## src/rtl/ahbl_sram_test_master.sv

```systemverilog
// AHB-Lite pattern test initiator: writes seed+k to consecutive words or reads them
// back and counts mismatches, with pipelined address/data phases and ERROR abort.
`timescale 1ns/1ps
module ahbl_sram_test_master #(
   parameter int AHB_AWIDTH = 32,
   parameter int AHB_DWIDTH = 32,
   parameter int LEN_WIDTH  = 10
) (
   input  logic                  HCLK,
   input  logic                  HRESETN,
   input  logic                  start,
   input  logic                  cmd_write,
   input  logic [AHB_AWIDTH-1:0] cmd_addr,
   input  logic [LEN_WIDTH-1:0]  cmd_len,
   input  logic [31:0]           cmd_seed,
   output logic                  busy,
   output logic                  done,
   output logic                  err_resp,
   output logic [15:0]           mismatch_cnt,
   output logic [AHB_AWIDTH-1:0] HADDR,
   output logic [1:0]            HTRANS,
   output logic                  HWRITE,
   output logic [2:0]            HSIZE,
   output logic [2:0]            HBURST,
   output logic [AHB_DWIDTH-1:0] HWDATA,
   input  logic                  HREADY,
   input  logic [1:0]            HRESP,
   input  logic [AHB_DWIDTH-1:0] HRDATA
);

   localparam logic [1:0] HT_IDLE   = 2'b00;
   localparam logic [1:0] HT_NONSEQ = 2'b10;
   localparam logic [1:0] HT_SEQ    = 2'b11;

   typedef enum logic [2:0] {
      ST_IDLE,
      ST_ADDR,
      ST_LAST,
      ST_ERR,
      ST_FIN
   } state_t;

   state_t                state_q, state_d;
   logic [1:0]            htrans_q;
   logic [AHB_AWIDTH-1:0] addr_q;
   logic                  hwrite_q;
   logic [AHB_DWIDTH-1:0] hwdata_q;
   logic [AHB_DWIDTH-1:0] pat_q;
   logic [AHB_DWIDTH-1:0] exp_q;
   logic [LEN_WIDTH-1:0]  len_q;
   logic [LEN_WIDTH-1:0]  beat_q;
   logic                  d_valid;
   logic                  err_q;
   logic [15:0]           mis_q;

   logic                  in_xfer;
   logic                  accept_cmd;
   logic                  err_first;
   logic                  addr_acc;
   logic                  data_done;
   logic                  last_beat;
   logic [AHB_AWIDTH-1:0] next_addr;
   logic                  unused_resp;

   assign unused_resp = HRESP[1];

   assign in_xfer    = (state_q == ST_ADDR) || (state_q == ST_LAST);
   assign accept_cmd = start && ((state_q == ST_IDLE) || (state_q == ST_FIN));
   // First ERROR cycle: only meaningful while a data phase is outstanding.
   assign err_first  = in_xfer && d_valid && HRESP[0] && !HREADY;
   assign addr_acc   = (state_q == ST_ADDR) && HREADY;
   assign data_done  = in_xfer && d_valid && HREADY && !HRESP[0];
   assign last_beat  = (beat_q == (len_q - LEN_WIDTH'(1)));
   assign next_addr  = addr_q + AHB_AWIDTH'(4);

   assign HTRANS       = err_first ? HT_IDLE : htrans_q;
   assign HADDR        = addr_q;
   assign HWRITE       = hwrite_q;
   assign HWDATA       = hwdata_q;
   assign HSIZE        = 3'b010;
   assign HBURST       = 3'b001;
   assign err_resp     = err_q;
   assign mismatch_cnt = mis_q;

   // State register.
   always_ff @(posedge HCLK or negedge HRESETN) begin
      if (!HRESETN) begin
         state_q <= ST_IDLE;
      end else begin
         state_q <= state_d;
      end
   end

   // Next-state and status outputs; busy is low in FIN so it falls with done.
   always_comb begin
      state_d = state_q;
      busy    = 1'b0;
      done    = 1'b0;
      case (state_q)
         ST_IDLE: begin
            if (start) begin
               state_d = (cmd_len != '0) ? ST_ADDR : ST_FIN;
            end
         end
         ST_ADDR: begin
            busy = 1'b1;
            if (err_first) begin
               state_d = ST_ERR;
            end else if (HREADY && last_beat) begin
               state_d = ST_LAST;
            end
         end
         ST_LAST: begin
            busy = 1'b1;
            if (err_first) begin
               state_d = ST_ERR;
            end else if (HREADY) begin
               state_d = ST_FIN;
            end
         end
         ST_ERR: begin
            busy = 1'b1;
            if (HREADY) begin
               state_d = ST_FIN;
            end
         end
         ST_FIN: begin
            done = 1'b1;
            if (start) begin
               state_d = (cmd_len != '0) ? ST_ADDR : ST_FIN;
            end else begin
               state_d = ST_IDLE;
            end
         end
         default: state_d = ST_IDLE;
      endcase
   end

   // Bus pipeline and pattern tracking: pat_q is the pattern of the beat in the
   // address phase, exp_q the pattern of the beat in the data phase.
   always_ff @(posedge HCLK or negedge HRESETN) begin
      if (!HRESETN) begin
         htrans_q <= HT_IDLE;
         addr_q   <= '0;
         hwrite_q <= 1'b0;
         hwdata_q <= '0;
         pat_q    <= '0;
         exp_q    <= '0;
         len_q    <= '0;
         beat_q   <= '0;
         d_valid  <= 1'b0;
         err_q    <= 1'b0;
         mis_q    <= '0;
      end else begin
         if (accept_cmd) begin
            err_q <= 1'b0;
            mis_q <= '0;
            if (cmd_len != '0) begin
               htrans_q <= HT_NONSEQ;
               addr_q   <= cmd_addr & ~AHB_AWIDTH'(3);
               hwrite_q <= cmd_write;
               pat_q    <= cmd_seed;
               len_q    <= cmd_len;
               beat_q   <= '0;
               d_valid  <= 1'b0;
            end
         end
         if (addr_acc) begin
            d_valid <= 1'b1;
            exp_q   <= pat_q;
            pat_q   <= pat_q + AHB_DWIDTH'(1);
            if (hwrite_q) begin
               hwdata_q <= pat_q;
            end
            if (last_beat) begin
               htrans_q <= HT_IDLE;
            end else begin
               beat_q   <= beat_q + LEN_WIDTH'(1);
               addr_q   <= next_addr;
               htrans_q <= (next_addr[9:0] == 10'd0) ? HT_NONSEQ : HT_SEQ;
            end
         end
         if (data_done && !hwrite_q && (HRDATA != exp_q) && (mis_q != 16'hFFFF)) begin
            mis_q <= mis_q + 16'd1;
         end
         if (err_first) begin
            htrans_q <= HT_IDLE;
         end
         if ((state_q == ST_LAST) && HREADY) begin
            d_valid <= 1'b0;
         end
         if ((state_q == ST_ERR) && HREADY) begin
            err_q   <= 1'b1;
            d_valid <= 1'b0;
         end
      end
   end

endmodule
```

## config.mk

```make
export PLATFORM = sky130hd
export DESIGN_NAME = ahbl_sram_test_master
export DESIGN_NICKNAME = d
export VERILOG_FILES = /design/src/rtl/ahbl_sram_test_master.sv
export SDC_FILE = /design/constraint.sdc
export NUM_CORES = 1
export LEC_CHECK = 0
export CORE_MARGIN = 4
export CORE_UTILIZATION = 40
export CTS_BUF_LIST = sky130_fd_sc_hd__clkbuf_8
export DETAILED_ROUTE_END_ITERATION = 12
export HOLD_SLACK_MARGIN = 0.12
export PLACE_DENSITY = 0.65
export SETUP_SLACK_MARGIN = 0.02
export SKIP_LAST_GASP = 1
export SYNTH_ARGS = -nofsm -noshare
export SYNTH_HDL_FRONTEND = slang
export SYNTH_SLANG_ARGS = --single-unit
```

## constraint.sdc

```tcl
create_clock -name HCLK -period 3.5 [get_ports HCLK]
set_clock_uncertainty 0.1 [all_clocks]
set_input_delay 0.35 -clock HCLK [delete_from_list [all_inputs] [get_ports HCLK]]
set_output_delay 0.35 -clock HCLK [all_outputs]
set_load 0.05 [all_outputs]
```

==> results.sh <==
export IMPL_outcome="completed"
export IMPL_yosysMostFrequentCell="sky130_fd_sc_hd__nand2_1"
export IMPL_layout_area_overhead_vs_synth_pct=29.1
export IMPL_cts_clk_slew_worst_paths_ns=0.11
export IMPL_floorplan_rows=56
export IMPL_yosys_top_cells_count="sky130_fd_sc_hd__nand2_1, sky130_fd_sc_hd__dfrtp_1, sky130_fd_sc_hd__nor2_1"
export IMPL_power_density_cell_area_nw_per_um2=895
export IMPL_synthesis_instances=1089
export IMPL_timing_max_slew_rel_slack_pct=31.3
export IMPL_hold_violations=0
export IMPL_tritoncts_clock_tree="built"
export IMPL_synthDominantCellAreaShare_pct=44.5
export IMPL_dr_total_vias=9039
export IMPL_worst_ep_arrival_time_ns=3.50
export IMPL_clock_sinks=172
export IMPL_drt_total_wl_um=30600
export IMPL_worst_ep_required_time_ns=3.76
export IMPL_setup_violators_final=0
export IMPL_post_synth_top_area_cell="sky130_fd_sc_hd__dfrtp_1"
export IMPL_floorplan_initialDensity_pct=40.9
export IMPL_layout_worst_path_cycle_share_pct=92.4
export IMPL_cts_buffers_inserted=17
export IMPL_dp_hpwl_um=22300
export IMPL_placeableCoreArea_um2=23600
export IMPL_route_detailed_vias_per_inst=5.62
export IMPL_layout_drive_gt1_share_pct=10.8
export IMPL_detailedPlace_worstSlack_ns=0.188
export IMPL_timing_max_cap_violations=0
export IMPL_detail_route_drc_violations=0
export IMPL_finalMaxSlewViolations=0
export IMPL_postSynthRegisterBits=172
export IMPL_globalRoute_totalOverflow=0
export IMPL_die_area_um2=26700
export IMPL_timing_worst_setup_path_type="flip-flop to flip-flop"
export IMPL_first_global_vias=8716
export IMPL_min_delay_path_class="input port to asynchronous set/reset pin"
export IMPL_pin_count_of_the_biggest_net_entering_global_routing=56
export IMPL_p_leak_nw=5.25
export IMPL_max_clock_freq_mhz=309
export IMPL_finalWorstPathRequiredPeriod_ns=3.23
export IMPL_gp_congestion=0.864
export IMPL_yosysWarningCount=0
export IMPL_fill_cells=2269
export IMPL_initial_antenna_violation_count=0
export IMPL_finish_net_count=1394
export IMPL_cp_max_fo=11
export IMPL_die_height_um=163
export IMPL_grt_pass1_wl_um=48200
export IMPL_tns_ns=0
export IMPL_worstSetupEndpointType="flip-flop"
export IMPL_worst_slack_ns=0.266
export IMPL_drt_pass_1_iters=5
export IMPL_synthesis_area_per_instance_um2=8.88
export IMPL_num_antenna_cells=0
export IMPL_synth_flop_cell="sky130_fd_sc_hd__dfrtp_1"
export IMPL_yosys_cell_types_count=74
export IMPL_final_core_utilization_pct=52.9
export IMPL_post_synth_instance_area_um2=9670
export IMPL_first_iter_violations=750
export IMPL_grt_util_all_layers_pct=22.7
export IMPL_route_detailed_wl_per_inst_um=19.1
export IMPL_netlist_top_cells_area="sky130_fd_sc_hd__dfrtp_1, sky130_fd_sc_hd__nand2_1, sky130_fd_sc_hd__mux2_2"
export IMPL_dieWidth_um=163
export IMPL_asr_flop_ratio_synth_pct=100
export IMPL_worst_ir_drop_vdd_mv=0.452
export IMPL_postCtsSetupRepairBufs=0
export IMPL_synth_edff_count=0
export IMPL_h_tree_depth=4
export IMPL_drtAntennaViolNets=0
export IMPL_worstSkewPairLatency_ns=0.47
export IMPL_portBuffers=195
export IMPL_worst_pin_slew_ns=1.03
export IMPL_rsz0062_at_grt="false"
export IMPL_yosysSeqAreaShare_pct=44.5
export IMPL_root_buffer_cell="sky130_fd_sc_hd__clkbuf_8"
export IMPL_crit_path_start_kind="flip-flop"
export IMPL_io_pins=205
export IMPL_cts_buffer_depth=2
==> layout make-up <==
type                       count  area [um^2]  share of cell area, %
inverter                      19         71.3                  0.571
sequential                   172         4300                   34.5
timing repair buffer         238         2290                   18.4
clock buffer                  18          248                   1.99
tap                          319          399                   3.20
clock inverter                14          149                   1.19
multi-input combinational    828         5020                   40.2
==> final timing paths <==
| kind | endpoint | start | depth (start not counted) | slack [ns] |
|---|---|---|---|---|
| max | HADDR[25]$_DFF_PN0_ | len_q[3]$_DFFE_PN0P_ | 9 | 0.27 |
| min reg2reg | HWDATA[27]$_DFFE_PN0P_ | HWDATA[27]$_DFFE_PN0P_ | 2 | 0.39 |
| max reg2reg | HADDR[25]$_DFF_PN0_ | len_q[3]$_DFFE_PN0P_ | 9 | 0.27 |
| max in group asynchronous | pat_q[12]$_DFFE_PN0P_ | HRESETN | 3 | 2.17 |
| min in group HCLK | HWRITE$_DFFE_PN0P_ | cmd_write | 3 | 0.31 |
| min | HWDATA[4]$_DFFE_PN0P_ | HRESETN | 2 | 0.29 |
==> cell usage in the layout, fill, tap and decap left out, drive strengths merged, types with 7 or more instances in the layout <==
cell and n:
o22ai 8, xnor2 15, a311oi 14, nand3 57
mux2 36, clkdlybuf4s50 194, and3 33, and4 11
xor2 36, or3 7, buf 43, nor2 97
inv 26, mux2i 9, a22oi 7, clkinv 7
dfrtp 172, o221a 10, nor3 37, o21ai 40
a211oi 23, a21oi 41, a31oi 18, nor4 13
nand4 21, nand2 192, clkbuf 18, and2 13
==> logic make-up (layout without fill, tap and decap cells) <==
group                      after synthesis  in the layout  synth area share [%]
other                                    2              6                0.0777
DFF                                    172            172                  44.5
buffers and inverters                   93            289                  4.03
muxes                                   45             45                  5.13
xor gates and xnor gates                51             51                  4.62
adders and majority gates                5              5                 0.647
and+or+nand+nor                        506            506                  25.1
AOI/OAI and AO/OA                      215            215                  15.9
==> metal layers <==
| metal | global-route usage [%] | part of all wire, % |
|---|---|---|
| met1 | 32.1 | 45 |
| met2 | 36.0 | 47 |
| met3 | 4.74 | 5.8 |
| met4 | 5.53 | 2.0 |
| met5 | 0 | 0 |
==> critical path, cell delays in order, from the launching register on <==
cell and delay, ns:
sky130_fd_sc_hd__dfrtp_1 0.44, sky130_fd_sc_hd__or4_4 0.58, sky130_fd_sc_hd__or4b_1 0.51, sky130_fd_sc_hd__a32o_2 0.31
sky130_fd_sc_hd__nor2_8 0.17, sky130_fd_sc_hd__buf_4 0.21, sky130_fd_sc_hd__and4_1 0.26, sky130_fd_sc_hd__buf_4 0.22
sky130_fd_sc_hd__a31oi_1 0.06, sky130_fd_sc_hd__o221a_1 0.27
==> sequential cells by signal, summed over array words and instances, names as in the netlist <==
signal and flops:
exp_q 32, pat_q 32, HWDATA 32, state_q 3
mismatch_cnt 16, d_valid 1, beat_q 10, HWRITE 1
HADDR 32, err_resp 1, len_q 10, htrans_q 2
==> report_power, final <==
group	internal, mW	total (mW)	switching [mW]
Combinational	2.27	5.94	3.67
Sequential	2.82	3.80	0.982
Clock	0.553	1.42	0.870
==> stage by stage <==
step | power, mW | instance area, um^2 | hold slack, ns | cells
detailed placement | 9.76 | 12100 | 0.264 | 1575
CTS | 11.2 | 12500 | 0.285 | 1608
global route | 11.9 | 12500 | 0.312 | 1608
finish | 11.2 | 12500 | 0.287 | 1608
global placement | 9.65 | 12100 | 0.260 | 1575
floorplan | 7.64 | 9680 | -0.0456 | 1093
==> what timing repair did <==
item | in CTS | in global routing
resized for setup | 0 | 0
endpoints found under the hold margin | 51 | 0
hold buffers | 1 | 0
No activity file was read; power rests on OpenSTA's default activity.
